**config.mk**
```make
export PLATFORM = sky130hd
export DESIGN_NAME = mc_ctrl_unit_flat
export DESIGN_NICKNAME = d
export VERILOG_FILES = /design/src/rtl/mc_ctrl_unit_if.sv /design/src/rtl/mc_ctrl_unit.sv /design/src/flat_wrapper.sv
export SDC_FILE = /design/constraint.sdc
export NUM_CORES = 1
export LEC_CHECK = 0
export ABC_AREA = 1
export BUFFER_PORTS_ARGS = -buffer_cell sky130_fd_sc_hd__buf_2
export CORE_ASPECT_RATIO = 1.25
export CORE_MARGIN = 3
export CORE_UTILIZATION = 45
export DETAILED_ROUTE_END_ITERATION = 16
export GPL_TIMING_DRIVEN = 0
export PLACE_DENSITY = 0.74
export SLEW_MARGIN = 20
export SYNTH_ARGS = -nofsm -noshare
export SYNTH_HDL_FRONTEND = slang
export SYNTH_SLANG_ARGS = --single-unit
export TNS_END_PERCENT = 50
```
**constraint.sdc**
```tcl
create_clock -name clk_i -period 4.5 [get_ports clk_i]
set_input_delay 0.225 -clock clk_i [delete_from_list [all_inputs] [get_ports clk_i]]
set_output_delay 0.225 -clock clk_i [all_outputs]
set_load 0.01 [all_outputs]
```
**src/rtl/mc_ctrl_unit_if.sv**
```systemverilog
// rtl/mc_ctrl_unit_if.sv - IR/memory/datapath control bundle for the multi-cycle MIPS main control FSM
interface mc_ctrl_unit_if;
  logic [5:0] instr_op_i;
  logic       mem_ready_i;
  logic       pc_write_o;
  logic       pc_write_cond_o;
  logic [1:0] pc_src_o;
  logic       i_or_d_o;
  logic       mem_read_o;
  logic       mem_write_o;
  logic       ir_write_o;
  logic       reg_dst_o;
  logic       mem_to_reg_o;
  logic       reg_write_o;
  logic       alu_src_a_o;
  logic [1:0] alu_src_b_o;
  logic [2:0] ALUOp_o;
  logic [3:0] state_o;
  logic       illegal_o;
  logic       timeout_o;

  // Controller side: consumes opcode/ready, drives the datapath controls.
  modport master (
    input  instr_op_i, mem_ready_i,
    output pc_write_o, pc_write_cond_o, pc_src_o, i_or_d_o, mem_read_o,
           mem_write_o, ir_write_o, reg_dst_o, mem_to_reg_o, reg_write_o,
           alu_src_a_o, alu_src_b_o, ALUOp_o, state_o, illegal_o, timeout_o
  );

  // Datapath/memory side.
  modport slave (
    output instr_op_i, mem_ready_i,
    input  pc_write_o, pc_write_cond_o, pc_src_o, i_or_d_o, mem_read_o,
           mem_write_o, ir_write_o, reg_dst_o, mem_to_reg_o, reg_write_o,
           alu_src_a_o, alu_src_b_o, ALUOp_o, state_o, illegal_o, timeout_o
  );
endinterface

```
**src/rtl/mc_ctrl_unit.sv**
```systemverilog
// rtl/mc_ctrl_unit.sv - multi-cycle MIPS main control FSM; optional MC_CTRL_PERF_EN adds instruction/cycle counters
module mc_ctrl_unit #(
  parameter int unsigned MEM_WAIT_MAX = 15
) (
  input  logic           clk_i,
  input  logic           rst_i,
  mc_ctrl_unit_if.master bus
`ifdef MC_CTRL_PERF_EN
  ,
  output logic [31:0]    instr_cnt_o,
  output logic [31:0]    cycle_cnt_o
`endif
);

  localparam logic [3:0] WAIT_MAX  = 4'(MEM_WAIT_MAX);
  localparam logic [5:0] OP_RTYPE  = 6'b000000;
  localparam logic [5:0] OP_LW     = 6'b100011;
  localparam logic [5:0] OP_SW     = 6'b101011;
  localparam logic [5:0] OP_BEQ    = 6'b000100;
  localparam logic [5:0] OP_ADDI   = 6'b001000;
  localparam logic [5:0] OP_ORI    = 6'b001101;
  localparam logic [5:0] OP_J      = 6'b000010;

  typedef enum logic [3:0] {
    S_FETCH  = 4'd0,
    S_DECODE = 4'd1,
    S_MEMADR = 4'd2,
    S_MEMRD  = 4'd3,
    S_MEMWB  = 4'd4,
    S_MEMWR  = 4'd5,
    S_EXEC   = 4'd6,
    S_ALUWB  = 4'd7,
    S_BRANCH = 4'd8,
    S_IMMEX  = 4'd9,
    S_IMMWB  = 4'd10,
    S_JUMP   = 4'd11
  } state_t;

  state_t     state, state_next;
  logic [3:0] wait_cnt, wait_cnt_next;
  logic       wait_hit;

  logic       pc_write_c, pc_write_cond_c, i_or_d_c, mem_read_c, mem_write_c;
  logic       ir_write_c, reg_dst_c, mem_to_reg_c, reg_write_c, alu_src_a_c;
  logic       illegal_c, timeout_c;
  logic [1:0] pc_src_c, alu_src_b_c;
  logic [2:0] alu_op_c;

  // State and memory-wait counter registers.
  always_ff @(posedge clk_i or negedge rst_i) begin
    if (!rst_i) begin
      state    <= S_FETCH;
      wait_cnt <= 4'd0;
    end else begin
      state    <= state_next;
      wait_cnt <= wait_cnt_next;
    end
  end

  // Timeout only fires when ready is absent; ready in the same cycle wins.
  always_comb begin
    wait_hit = (WAIT_MAX != 4'd0) && (wait_cnt == WAIT_MAX) && !bus.mem_ready_i;
  end

  // Next-state and control decode.
  always_comb begin
    state_next      = state;
    pc_write_c      = 1'b0;
    pc_write_cond_c = 1'b0;
    pc_src_c        = 2'b00;
    i_or_d_c        = 1'b0;
    mem_read_c      = 1'b0;
    mem_write_c     = 1'b0;
    ir_write_c      = 1'b0;
    reg_dst_c       = 1'b0;
    mem_to_reg_c    = 1'b0;
    reg_write_c     = 1'b0;
    alu_src_a_c     = 1'b0;
    alu_src_b_c     = 2'b00;
    alu_op_c        = 3'b000;
    illegal_c       = 1'b0;
    timeout_c       = 1'b0;
    case (state)
      S_FETCH: begin
        mem_read_c  = !wait_hit;
        alu_src_b_c = 2'b01;
        if (bus.mem_ready_i) begin
          ir_write_c = 1'b1;
          pc_write_c = 1'b1;
          state_next = S_DECODE;
        end else if (wait_hit) begin
          timeout_c  = 1'b1;
          state_next = S_FETCH;
        end
      end
      S_DECODE: begin
        alu_src_b_c = 2'b11;
        case (bus.instr_op_i)
          OP_RTYPE:       state_next = S_EXEC;
          OP_LW, OP_SW:   state_next = S_MEMADR;
          OP_BEQ:         state_next = S_BRANCH;
          OP_ADDI, OP_ORI: state_next = S_IMMEX;
          OP_J:           state_next = S_JUMP;
          default: begin
            illegal_c  = 1'b1;
            state_next = S_FETCH;
          end
        endcase
      end
      S_MEMADR: begin
        alu_src_a_c = 1'b1;
        alu_src_b_c = 2'b10;
        state_next  = (bus.instr_op_i == OP_SW) ? S_MEMWR : S_MEMRD;
      end
      S_MEMRD: begin
        mem_read_c = !wait_hit;
        i_or_d_c   = 1'b1;
        if (bus.mem_ready_i) begin
          state_next = S_MEMWB;
        end else if (wait_hit) begin
          timeout_c  = 1'b1;
          state_next = S_FETCH;
        end
      end
      S_MEMWB: begin
        reg_write_c  = 1'b1;
        mem_to_reg_c = 1'b1;
        state_next   = S_FETCH;
      end
      S_MEMWR: begin
        mem_write_c = !wait_hit;
        i_or_d_c    = 1'b1;
        if (bus.mem_ready_i || wait_hit) begin
          timeout_c  = wait_hit;
          state_next = S_FETCH;
        end
      end
      S_EXEC: begin
        alu_src_a_c = 1'b1;
        alu_op_c    = 3'b010;
        state_next  = S_ALUWB;
      end
      S_ALUWB: begin
        reg_write_c = 1'b1;
        reg_dst_c   = 1'b1;
        state_next  = S_FETCH;
      end
      S_BRANCH: begin
        alu_src_a_c     = 1'b1;
        alu_op_c        = 3'b001;
        pc_write_cond_c = 1'b1;
        pc_src_c        = 2'b01;
        state_next      = S_FETCH;
      end
      S_IMMEX: begin
        alu_src_a_c = 1'b1;
        alu_src_b_c = 2'b10;
        alu_op_c    = (bus.instr_op_i == OP_ORI) ? 3'b011 : 3'b000;
        state_next  = S_IMMWB;
      end
      S_IMMWB: begin
        reg_write_c = 1'b1;
        state_next  = S_FETCH;
      end
      S_JUMP: begin
        pc_write_c = 1'b1;
        pc_src_c   = 2'b10;
        state_next = S_FETCH;
      end
      default: state_next = S_FETCH;
    endcase
  end

  // Wait counter restarts on any state change or timeout, counts stalled cycles otherwise.
  always_comb begin
    wait_cnt_next = wait_cnt;
    if ((state_next != state) || timeout_c) begin
      wait_cnt_next = 4'd0;
    end else if (!bus.mem_ready_i && (wait_cnt != 4'hF)) begin
      wait_cnt_next = wait_cnt + 4'd1;
    end
  end

  // Every control output is held low while reset is asserted.
  always_comb begin
    bus.pc_write_o      = rst_i & pc_write_c;
    bus.pc_write_cond_o = rst_i & pc_write_cond_c;
    bus.pc_src_o        = {2{rst_i}} & pc_src_c;
    bus.i_or_d_o        = rst_i & i_or_d_c;
    bus.mem_read_o      = rst_i & mem_read_c;
    bus.mem_write_o     = rst_i & mem_write_c;
    bus.ir_write_o      = rst_i & ir_write_c;
    bus.reg_dst_o       = rst_i & reg_dst_c;
    bus.mem_to_reg_o    = rst_i & mem_to_reg_c;
    bus.reg_write_o     = rst_i & reg_write_c;
    bus.alu_src_a_o     = rst_i & alu_src_a_c;
    bus.alu_src_b_o     = {2{rst_i}} & alu_src_b_c;
    bus.ALUOp_o         = {3{rst_i}} & alu_op_c;
    bus.state_o         = {4{rst_i}} & state;
    bus.illegal_o       = rst_i & illegal_c;
    bus.timeout_o       = rst_i & timeout_c;
  end

`ifdef MC_CTRL_PERF_EN
  logic instr_done;

  // An instruction retires when a final step returns to FETCH; illegal/timeout returns excluded.
  always_comb begin
    instr_done = (state_next == S_FETCH) &&
                 ((state inside {S_MEMWB, S_ALUWB, S_BRANCH, S_IMMWB, S_JUMP}) ||
                  ((state == S_MEMWR) && bus.mem_ready_i));
  end

  // Free-running performance counters, wrapping at 2^32.
  always_ff @(posedge clk_i or negedge rst_i) begin
    if (!rst_i) begin
      instr_cnt_o <= 32'd0;
      cycle_cnt_o <= 32'd0;
    end else begin
      cycle_cnt_o <= cycle_cnt_o + 32'd1;
      if (instr_done) instr_cnt_o <= instr_cnt_o + 32'd1;
    end
  end
`endif

endmodule
```
**src/flat_wrapper.sv**
```systemverilog
// flat-port wrapper written by rule: the top's interface ports become plain ports
module mc_ctrl_unit_flat 
#(
  parameter int unsigned MEM_WAIT_MAX = 15
)
  (clk_i, rst_i, bus_instr_op_i, bus_mem_ready_i, bus_pc_write_o, bus_pc_write_cond_o, bus_pc_src_o, bus_i_or_d_o, bus_mem_read_o, bus_mem_write_o, bus_ir_write_o, bus_reg_dst_o, bus_mem_to_reg_o, bus_reg_write_o, bus_alu_src_a_o, bus_alu_src_b_o, bus_ALUOp_o, bus_state_o, bus_illegal_o, bus_timeout_o);
  mc_ctrl_unit_if bus_i ();
  input  logic clk_i;
  input  logic rst_i;
  input wire logic [$bits(bus_i.instr_op_i)-1:0] bus_instr_op_i;
  input wire logic [$bits(bus_i.mem_ready_i)-1:0] bus_mem_ready_i;
  output wire logic [$bits(bus_i.pc_write_o)-1:0] bus_pc_write_o;
  output wire logic [$bits(bus_i.pc_write_cond_o)-1:0] bus_pc_write_cond_o;
  output wire logic [$bits(bus_i.pc_src_o)-1:0] bus_pc_src_o;
  output wire logic [$bits(bus_i.i_or_d_o)-1:0] bus_i_or_d_o;
  output wire logic [$bits(bus_i.mem_read_o)-1:0] bus_mem_read_o;
  output wire logic [$bits(bus_i.mem_write_o)-1:0] bus_mem_write_o;
  output wire logic [$bits(bus_i.ir_write_o)-1:0] bus_ir_write_o;
  output wire logic [$bits(bus_i.reg_dst_o)-1:0] bus_reg_dst_o;
  output wire logic [$bits(bus_i.mem_to_reg_o)-1:0] bus_mem_to_reg_o;
  output wire logic [$bits(bus_i.reg_write_o)-1:0] bus_reg_write_o;
  output wire logic [$bits(bus_i.alu_src_a_o)-1:0] bus_alu_src_a_o;
  output wire logic [$bits(bus_i.alu_src_b_o)-1:0] bus_alu_src_b_o;
  output wire logic [$bits(bus_i.ALUOp_o)-1:0] bus_ALUOp_o;
  output wire logic [$bits(bus_i.state_o)-1:0] bus_state_o;
  output wire logic [$bits(bus_i.illegal_o)-1:0] bus_illegal_o;
  output wire logic [$bits(bus_i.timeout_o)-1:0] bus_timeout_o;
  assign bus_i.instr_op_i = bus_instr_op_i;
  assign bus_i.mem_ready_i = bus_mem_ready_i;
  assign bus_pc_write_o = bus_i.pc_write_o;
  assign bus_pc_write_cond_o = bus_i.pc_write_cond_o;
  assign bus_pc_src_o = bus_i.pc_src_o;
  assign bus_i_or_d_o = bus_i.i_or_d_o;
  assign bus_mem_read_o = bus_i.mem_read_o;
  assign bus_mem_write_o = bus_i.mem_write_o;
  assign bus_ir_write_o = bus_i.ir_write_o;
  assign bus_reg_dst_o = bus_i.reg_dst_o;
  assign bus_mem_to_reg_o = bus_i.mem_to_reg_o;
  assign bus_reg_write_o = bus_i.reg_write_o;
  assign bus_alu_src_a_o = bus_i.alu_src_a_o;
  assign bus_alu_src_b_o = bus_i.alu_src_b_o;
  assign bus_ALUOp_o = bus_i.ALUOp_o;
  assign bus_state_o = bus_i.state_o;
  assign bus_illegal_o = bus_i.illegal_o;
  assign bus_timeout_o = bus_i.timeout_o;
  mc_ctrl_unit #(.MEM_WAIT_MAX(MEM_WAIT_MAX)) u_core (.clk_i(clk_i), .rst_i(rst_i), .bus(bus_i));
endmodule
```
==> reports/summary.md, run 1 <==
* finished, final reports clean — status
* 52.7% — crit share post-route
* 11 — maximum number of pins on one net before global-route repair
* 0 — setup-violating endpoint count in the final report
* 180 — number of filler cells placed in the layout
* 0 ns — accumulated negative setup slack
* buffers and inverters — Top delay family on crit path
* sky130_fd_sc_hd__nand2_1, sky130_fd_sc_hd__nor2_1, sky130_fd_sc_hd__buf_2, sky130_fd_sc_hd__inv_1, sky130_fd_sc_hd__nand3_1 — most frequent cells in the layout
* 0 — # Post-CTS Setup Buffers
* 1079 — vias post-DR
* 5.40 um^2 — Mapped Avg Cell Area
* 4.28 ns — Critical Path RT
* 2.15 ns — data arrival time of the worst path
* 0.00105 mm^2 — standard cell area after detailed placement
* 162 — Post-Synthesis Cells
* 421 MHz — FMAX
* 45.4 um — die span in x
* sky130_fd_sc_hd__clkbuf_4 — Clock Root Buffer
* dlygate4sd3_1 > buf_2 > clkbuf_1 > inv_1 > clkbuf_1 > nor2_1 > buf_4 > buf_2 — cells along the critical path
* 23.5% — share of cells above drive strength 1
* 22.9% — sequential fraction of the synthesis area
* sky130_fd_sc_hd__dlygate4sd3_1 — Max stage delay cell, worst path
* 10.4 um — post-detailed-route wirelength per cell
* 10 — crit path max fanout
* 17 — Starting DRT DRC Count
* 51.0% — switching share of total power
* 30 — Port Buffer Count
* primary input to output pin — Setup Crit Path Kind
* 200 um^2 — sequential standard cell area
* 172 — net count after synthesis
* 211 — total placed cells including tap cells
* 55.3 um — Chip Height
* 1022 — vias in the first global route
* 0 — final hold violation count
* primary input to asynchronous set/reset pin — Hold/Removal Path Class
* 0.000224 V — Max IR drop VDD
* 0 — residual antenna-violating net count after detailed routing
* 417 mW/mm^2 — total power divided by cell area
* 0.840 — Final Wtd Congestion
* 4 — length of the first detailed-routing pass in iterations
* 0.52 ns — crit-path max cell delay
* 0.26 ns — worst skew pair latency
* 0 — number of pins exceeding their max-slew limit in the final report
* output pin — type of destination of the critical path
* 1900 um — HPWL after detailed placement
* 0 — final global-route overflow total
* 12.5% — Clk network pwr share
* 32 — I/O Pins
* 208 — nets
* no — RSZ-0062 raised after global routing
* 2.37 ns — time the worst path needs with I/O delays and setup
* built — TritonCTS clock tree
* 17 — standard-cell row count
* 0 — warning count from the yosys run
* 20.3% — All-Layer GR Usage
* 3 — TritonCTS Buffers
* 0.341 ns — final worst hold slack
* 230 uW — power spent charging and discharging nets
* 0 — number of cells upsized or downsized after cts
* 0.05 ns — CTS clock-pin slew for the worst setup and hold paths
* sky130_fd_sc_hd__nand2_1 — most common cell after layout, fill and taps aside
* 0.000725 uW — P_leak
* 536 um^2 — combined area of the multi-input logic cells
* 0.00251 mm^2 — area enclosed by the die boundary
* 875 um^2 — combined area of all synthesized cells
* 21 — number of distinct standard cells referenced by the synthesized netlist
* 0.00108 mm^2 — post-route cell area
* 0 — initial antenna violation count
* 5.02 — mean number of vias per cell
* 2240 um — total detailed-routing wirelength
* 23.6% — synth-to-layout area growth
* 1 — Clock H-tree levels
* 2 — maximum root-to-sink buffer count
* 0 — residual DRC count
* 8 — number of synthesized register bits
* 221 uW — Cell Int Power
* 4060 um — wire length of the first global-routing pass
* 0.00181 mm^2 — area of the core
* 451 uW — overall power consumption
* 8 — total number of clock tree sinks
* 0.00119 ns — final worst clock skew
* 60.8% — combinational cell fraction of total power
* 215 — number of standard cells in the layout, taps in and fillers out
* 0 — final antenna diode count
* 7 — crit path buf inv count
* 0 — max-capacitance violation count
* primary input — CP Launch Type
* 26.7% — power share of the sequential group
* 48.4% — Initial Utilization
registers in the layout, indices dropped and copies added (netlist names):
register	count
u_core.wait_cnt	4
u_core.state	4
power by group through the flow:
stage | logic, uW | registers (uW) | clock network (uW)
after floorplan | 203 | 113 | 0
after global placement | 267 | 121 | 0
after detailed placement | 274 | 122 | 0
after CTS | 276 | 121 | 57.8
after global routing | 320 | 124 | 61.0
final | 274 | 121 | 56.3
routing by layer:
layer	routed length, um	GRT usage [%]
met5	0	0
met4	29	6.28
met3	73	0.977
met2	1170	35.5
met1	972	25.3
worst register-to-register path: stages (launching register included):
cell and delay, ns:
sky130_fd_sc_hd__dfrtp_1 0.47, sky130_fd_sc_hd__nor2_1 0.27, sky130_fd_sc_hd__nand3_1 0.17, sky130_fd_sc_hd__nand2_1 0.08
sky130_fd_sc_hd__inv_1 0.06, sky130_fd_sc_hd__nand2_1 0.06, sky130_fd_sc_hd__nor2_1 0.05, sky130_fd_sc_hd__nand3_1 0.09
sky130_fd_sc_hd__nand2_1 0.06, sky130_fd_sc_hd__nor2_1 0.12, sky130_fd_sc_hd__nand2_2 0.09, sky130_fd_sc_hd__nor2_1 0.11
synthesized netlist by cell type:
library cell,number,area [um^2]
sky130_fd_sc_hd__xnor2_1,1,8.76
sky130_fd_sc_hd__buf_4,2,15.0
sky130_fd_sc_hd__o21ai_0,3,15.0
sky130_fd_sc_hd__nand3_1,13,65.1
sky130_fd_sc_hd__ha_1,1,12.5
sky130_fd_sc_hd__nand3b_1,1,7.51
sky130_fd_sc_hd__clkbuf_1,2,7.51
sky130_fd_sc_hd__inv_2,2,7.51
sky130_fd_sc_hd__nor2_2,5,31.3
sky130_fd_sc_hd__xor2_1,1,8.76
sky130_fd_sc_hd__nand2_1,46,173
sky130_fd_sc_hd__inv_1,29,109
sky130_fd_sc_hd__nand2_2,3,18.8
sky130_fd_sc_hd__nand4_1,4,25.0
sky130_fd_sc_hd__nor2_1,32,120
sky130_fd_sc_hd__a21oi_1,2,10.0
sky130_fd_sc_hd__nor3_1,3,15.0
sky130_fd_sc_hd__a31oi_1,2,12.5
sky130_fd_sc_hd__dfrtp_1,8,200
sky130_fd_sc_hd__conb_1,1,3.75
sky130_fd_sc_hd__a21oi_2,1,8.76
through the flow:
stage	worst slack (ns)	util, %
after floorplan	3.03	-
after global placement	2.66	58.0
after detailed placement	2.66	58.0
after CTS	2.12	59.8
after global routing	1.94	59.8
final	2.13	59.8
cell families (layout without fill, tap and decap cells):
group                      count (synthesis)  in the layout  synth area share (%)
DFF                                        8              8                  22.9
other                                      1              1                 0.429
buffers and inverters                     35             69                  15.9
adders and majority gates                  1              1                  1.43
xor gates and xnor gates                   2              2                  2.00
and+or+nand+nor                          107            107                  52.1
AOI/OAI and AO/OA                          8              8                  5.29
final cells by class:
type / instances / area share, %
clock buffer: 3 / 2.08
tap: 19 / 2.20
inverter: 31 / 10.8
multi-input combinational: 119 / 49.5
sequential: 8 / 18.5
timing repair buffer: 31 / 14.8
buffer: 4 / 2.08
repair_timing:
action,in CTS,in global routing
setup endpoints to repair,0,0
hold buffers,1,0
hold endpoints to repair,8,0
path summary, 6_finish.rpt:
path	start	to	slack, ns	cells past startpoint
min reg2reg	u_core.wait_cnt[0]$_DFFE_PN0P_	u_core.wait_cnt[0]$_DFFE_PN0P_	0.46	1
max in group asynchronous	rst_i	u_core.state[0]$_DFF_PN0_	3.99	2
min	rst_i	u_core.wait_cnt[3]$_DFFE_PN0P_	0.34	2
min in group clk_i	bus_instr_op_i[4]	u_core.state[1]$_DFF_PN0_	0.42	5
max reg2reg	u_core.state[0]$_DFF_PN0_	u_core.wait_cnt[1]$_DFFE_PN0P_	2.82	11
max	rst_i	bus_pc_src_o[0]	2.13	8
Note: power is estimated with default switching activity, not from simulation.
==> run 2: changes to the inputs <==
- CORE_UTILIZATION: 45 -> 44
- PLACE_DENSITY: 0.74 -> 0.75
- clock period: 4.5 -> 2 ns (I/O delays scaled with it)
==> reports/summary.md, run 2 (synthesis results as in run 1) <==
* 0.25 ns — worst skew pair latency
* 1.65 ns — data arrival time of the worst path
* 0.33 ns — R2R setup slack
* 0 — residual antenna-violating net count after detailed routing
* 208 — nets
* 8 — total number of clock tree sinks
* u_core.state x4, u_core.wait_cnt x4 — top flop regs
* 1840 um — HPWL after detailed placement
* 7 — crit path max fanout
* 4 — length of the first detailed-routing pass in iterations
* 0 — final global-route overflow total
* 0.05 ns — CTS clock-pin slew for the worst setup and hold paths
* 0 — final hold violation count
* 1.75 ns — time the worst path needs with I/O delays and setup
* sky130_fd_sc_hd__nand2_1, sky130_fd_sc_hd__nor2_1, sky130_fd_sc_hd__buf_2, sky130_fd_sc_hd__inv_1, sky130_fd_sc_hd__nand3_1 — most frequent cells in the layout
* 1028 — vias in the first global route
* 2220 um — total detailed-routing wirelength
* 24 — Starting DRT DRC Count
* 23.5% — share of cells above drive strength 1
* 0.00183 mm^2 — area of the core
* 0.00105 mm^2 — standard cell area after detailed placement
* 32 — I/O Pins
* 926 mW/mm^2 — total power divided by cell area
* 215 — number of standard cells in the layout, taps in and fillers out
* 0.00108 mm^2 — post-route cell area
* 10.3 um — post-detailed-route wirelength per cell
* 0.000725 uW — P_leak
* no — RSZ-0062 raised after global routing
* primary input to asynchronous set/reset pin — Hold/Removal Path Class
* 87.3% — crit share post-route
* 30 — Port Buffer Count
* flip-flop to output pin — Setup Crit Path Kind
* built — TritonCTS clock tree
* u_core.wait_cnt[0]$_DFFE_PN0P_ — startpoint of the lowest-slack register-to-register path
* sky130_fd_sc_hd__nand2_1 — most common cell after layout, fill and taps aside
* 2 — maximum root-to-sink buffer count
* 3 — TritonCTS Buffers
* 0 — max-capacitance violation count
* 1077 — vias post-DR
* 0 ns — accumulated negative setup slack
* 0.000457 V — Max IR drop VDD
* flip-flop — CP Launch Type
* u_core.wait_cnt[2]$_DFFE_PN0P_ — endpoint of the worst-slack reg-to-reg timing path
* 573 MHz — FMAX
* bus_ALUOp_o[0] — CP endpoint
* output pin — type of destination of the critical path
* 0 — residual DRC count
* 0 — final antenna diode count
* 0 — initial antenna violation count
* 3880 um — wire length of the first global-routing pass
* 0.849 — Final Wtd Congestion
* 0 — setup-violating endpoint count in the final report
* 19.2% — All-Layer GR Usage
* 5.01 — mean number of vias per cell
* 11 — maximum number of pins on one net before global-route repair
* 17 — standard-cell row count
* 55.8 um — Chip Height
* 211 — total placed cells including tap cells
* 47.8% — Initial Utilization
* 45.9 um — die span in x
* finished, final reports clean — status
* 0.00256 mm^2 — area enclosed by the die boundary
* 1 — Clock H-tree levels
* u_core.state[1]$_DFF_PN0_ — critical path startpoint
* 23.6% — synth-to-layout area growth
* 1.90 ns — Critical Path RT
* 13 — count of cells along the worst register-to-register path
* sky130_fd_sc_hd__clkbuf_4 — Clock Root Buffer
* 0 — number of pins exceeding their max-slew limit in the final report
* 0.00388 ns — final worst clock skew
==> run 2: cell counts in the layout (fill, tap and decap cells not counted) <==
No cell type changed its count.
==> run 2: cell type report <==
cell class	count	area, um^2
fillers	194	748
multi-input cells	119	536
flip-flops and latches	8	200
repair buffers	31	160
inverters	31	116
well taps	19	23.8
clock buffers	3	22.5
plain buffers	4	22.5
==> run 2: timing repair <==
action                    CTS  global route
resized for setup           0             0
hold endpoints to repair    8             0
buffers inserted            0             0
hold buffers                1             0
==> run 2: stage by stage <==
stage | utilization (%) | worst slack, ns | hold WS, ns | power, uW
floorplan | - | 0.574 | -0.196 | 712
global placement | 57.3 | 0.400 | -0.0510 | 874
detailed placement | 57.3 | 0.344 | -0.0478 | 886
CTS | 59.1 | 0.247 | 0.300 | 1010
global route | 59.1 | 0.0663 | 0.311 | 1120
finish | 59.1 | 0.253 | 0.298 | 1000
==> run 2: where the power goes <==
part | total (uW) | switching (uW) | leakage [uW] | internal (uW)
Combinational | 610 | 389 | 0.000603 | 221
Sequential | 271 | 64.0 | 0.000108 | 207
Clock | 120 | 51.2 | 0.0000138 | 68.4
==> run 2: worst max-delay path, cell delays in order (launching register included) <==
cell and delay, ns:
sky130_fd_sc_hd__dfrtp_1 0.46, sky130_fd_sc_hd__inv_2 0.10, sky130_fd_sc_hd__nand2_2 0.06, sky130_fd_sc_hd__nor2_1 0.22, sky130_fd_sc_hd__inv_1 0.13, sky130_fd_sc_hd__nor2_1 0.15, sky130_fd_sc_hd__nand2_1 0.06, sky130_fd_sc_hd__o21ai_0 0.07
sky130_fd_sc_hd__buf_2 0.15
==> run 2: metal layers <==
layer	track usage, %	routed length, um
met1	22.4	935
met2	33.9	1150
met3	2.27	100
met4	6.91	35
met5	0	0
==> run 2: worst min path at each step <==
stage                                  from                              to  slack (ns)  depth (start not counted)
final                                 rst_i  u_core.wait_cnt[3]$_DFFE_PN0P_        0.30                          2
after detailed placement              rst_i  u_core.wait_cnt[0]$_DFFE_PN0P_       -0.05                          1
after CTS                 bus_instr_op_i[4]       u_core.state[1]$_DFF_PN0_        0.30                          5
after global placement                rst_i  u_core.wait_cnt[2]$_DFFE_PN0P_       -0.05                          1
after global routing                  rst_i       u_core.state[3]$_DFF_PN0_        0.31                          2
after floorplan                       rst_i       u_core.state[0]$_DFF_PN0_       -0.20                          0
==> run 3: changes to the inputs <==
- CTS_BUF_LIST: default -> sky130_fd_sc_hd__clkbuf_16
- SKIP_LAST_GASP: default -> 1
==> reports/summary.md, run 3 (synthesis results as in run 1) <==
* 0.45 ns — crit-path max cell delay
* primary input to asynchronous set/reset pin — Hold/Removal Path Class
* 11 — maximum number of pins on one net before global-route repair
* 86.3% — crit share post-route
* 17 — standard-cell row count
* u_core.state x4, u_core.wait_cnt x4 — top flop regs
* 1840 um — HPWL after detailed placement
* 23.5% — share of cells above drive strength 1
* 0.000648 V — Max IR drop VDD
* 0 — final hold violation count
* 45.9 um — die span in x
* 0 — setup-violating endpoint count in the final report
* 0 — residual DRC count
* 0.00183 mm^2 — area of the core
* 27 — Starting DRT DRC Count
* 5.04 — mean number of vias per cell
* sky130_fd_sc_hd__dfrtp_1 — Max stage delay cell, worst path
* 7 — crit path max fanout
* 0.000748 uW — P_leak
* 29.6% — synth-to-layout area growth
* 0 — final global-route overflow total
* built — TritonCTS clock tree
* 32 — I/O Pins
* sky130_fd_sc_hd__nand2_1, sky130_fd_sc_hd__nor2_1, sky130_fd_sc_hd__buf_2, sky130_fd_sc_hd__inv_1, sky130_fd_sc_hd__nand3_1 — most frequent cells in the layout
* 200 um^2 — sequential standard cell area
* 4 — length of the first detailed-routing pass in iterations
* inv_2 > nand2_2 > nor2_1 > inv_1 > nor2_1 > nand2_1 > o21ai_0 > buf_2 — cells along the critical path
* flip-flop — CP Launch Type
* 0.314 ns — final worst hold slack
* u_core.wait_cnt[2]$_DFFE_PN0P_ — endpoint of the worst-slack reg-to-reg timing path
* 1 — Clock H-tree levels
* 0 — initial antenna violation count
* 1.73 ns — time the worst path needs with I/O delays and setup
* 0 — residual antenna-violating net count after detailed routing
* 47.8% — Initial Utilization
* sky130_fd_sc_hd__nand2_1 — most common cell after layout, fill and taps aside
* 3 — crit path buf inv count
* finished, final reports clean — status
* 1210 uW — overall power consumption
* 0.00113 mm^2 — post-route cell area
* 0.00256 mm^2 — area enclosed by the die boundary
* 0 — max-capacitance violation count
* 0.04 ns — CTS clock-pin slew for the worst setup and hold paths
* sky130_fd_sc_hd__nor2_1 — library cell appearing most often on the critical path
* 0 — number of pins exceeding their max-slew limit in the final report
* 188 — number of filler cells placed in the layout
* 0.849 — Final Wtd Congestion
* sky130_fd_sc_hd__clkbuf_16 — Clock Root Buffer
* 3 — TritonCTS Buffers
* 19.2% — All-Layer GR Usage
* 0.34 ns — R2R setup slack
* no — RSZ-0062 raised after global routing
* 579 MHz — FMAX
* 3880 um — wire length of the first global-routing pass
* 1070 mW/mm^2 — total power divided by cell area
* 0 ns — accumulated negative setup slack
* 0 — final antenna diode count
* 536 um^2 — combined area of the multi-input logic cells
* 0.23 ns — worst skew pair latency
* simple AND/OR/NAND/NOR gates — Top delay family on crit path
* 0 — number of cells upsized or downsized after cts
* 8 — total number of clock tree sinks
* output pin — type of destination of the critical path
* u_core.wait_cnt[0]$_DFFE_PN0P_ — startpoint of the lowest-slack register-to-register path
* 2220 um — total detailed-routing wirelength
* 1.63 ns — data arrival time of the worst path
* 55.8 um — Chip Height
* 30 — Port Buffer Count
* 0.00105 mm^2 — standard cell area after detailed placement
* 0.00146 ns — final worst clock skew
* 2 — maximum root-to-sink buffer count
* 13 — count of cells along the worst register-to-register path
* 208 — nets
* flip-flop to output pin — Setup Crit Path Kind
* 10.3 um — post-detailed-route wirelength per cell
* 1.90 ns — Critical Path RT
* 1083 — vias post-DR
* 1022 — vias in the first global route
[run 3: changes by cell type in the layout (fill, tap and decap cells not counted)]
cell,change
sky130_fd_sc_hd__clkbuf_16,+3
sky130_fd_sc_hd__clkbuf_4,-3
[run 3: layer usage]
layer	track usage [%]	part of all wire (%)	vias to the layer above
met5	0	0	-
li1	-	-	559
met2	33.7	52	31
met1	22.6	43	489
met3	2.27	4.2	4
met4	6.91	1.4	0
[run 3: final cells by class]
type	count	share of cell area (%)
inverter	31	10.3
multi-input combinational	119	47.2
tap	19	2.10
sequential	8	17.7
buffer	4	1.99
clock buffer	3	6.62
timing repair buffer	31	14.1
[run 3: worst max-delay path by stage]
stage,cells after the start,start,endpoint,slack (ns)
global route,7,u_core.state[0]$_DFF_PN0_,bus_ALUOp_o[0],0.1
CTS,8,u_core.state[1]$_DFF_PN0_,bus_ALUOp_o[0],0.27
detailed placement,13,u_core.wait_cnt[0]$_DFFE_PN0P_,u_core.wait_cnt[2]$_DFFE_PN0P_,0.34
finish,8,u_core.state[1]$_DFF_PN0_,bus_ALUOp_o[0],0.27
floorplan,13,u_core.wait_cnt[0]$_DFFE_PN0P_,u_core.wait_cnt[0]$_DFFE_PN0P_,0.57
global placement,13,u_core.wait_cnt[0]$_DFFE_PN0P_,u_core.wait_cnt[0]$_DFFE_PN0P_,0.40
[run 3: power by group]
group / switching (uW) / leakage [uW] / total, uW / internal, uW
sequential: 64.3 / 0.000108 / 272 / 208
clock: 76.3 / 0.0000370 / 334 / 258
combinational: 385 / 0.000603 / 607 / 222
total: 525 / 0.000748 / 1210 / 687
[run 3: stage by stage]
| step | worst slack, ns | cells | util [%] |
|---|---|---|---|
| after CTS | 0.271 | 215 | 62.0 |
| after global placement | 0.400 | 211 | 57.3 |
| after floorplan | 0.574 | 162 | - |
| after global routing | 0.0996 | 215 | 62.0 |
| final | 0.274 | 215 | 62.0 |
| after detailed placement | 0.344 | 211 | 57.3 |
[run 3: timing repair]
action	in CTS	in global routing
hold buffers	1	0
buffers inserted	0	0
endpoints found under the hold margin	8	0
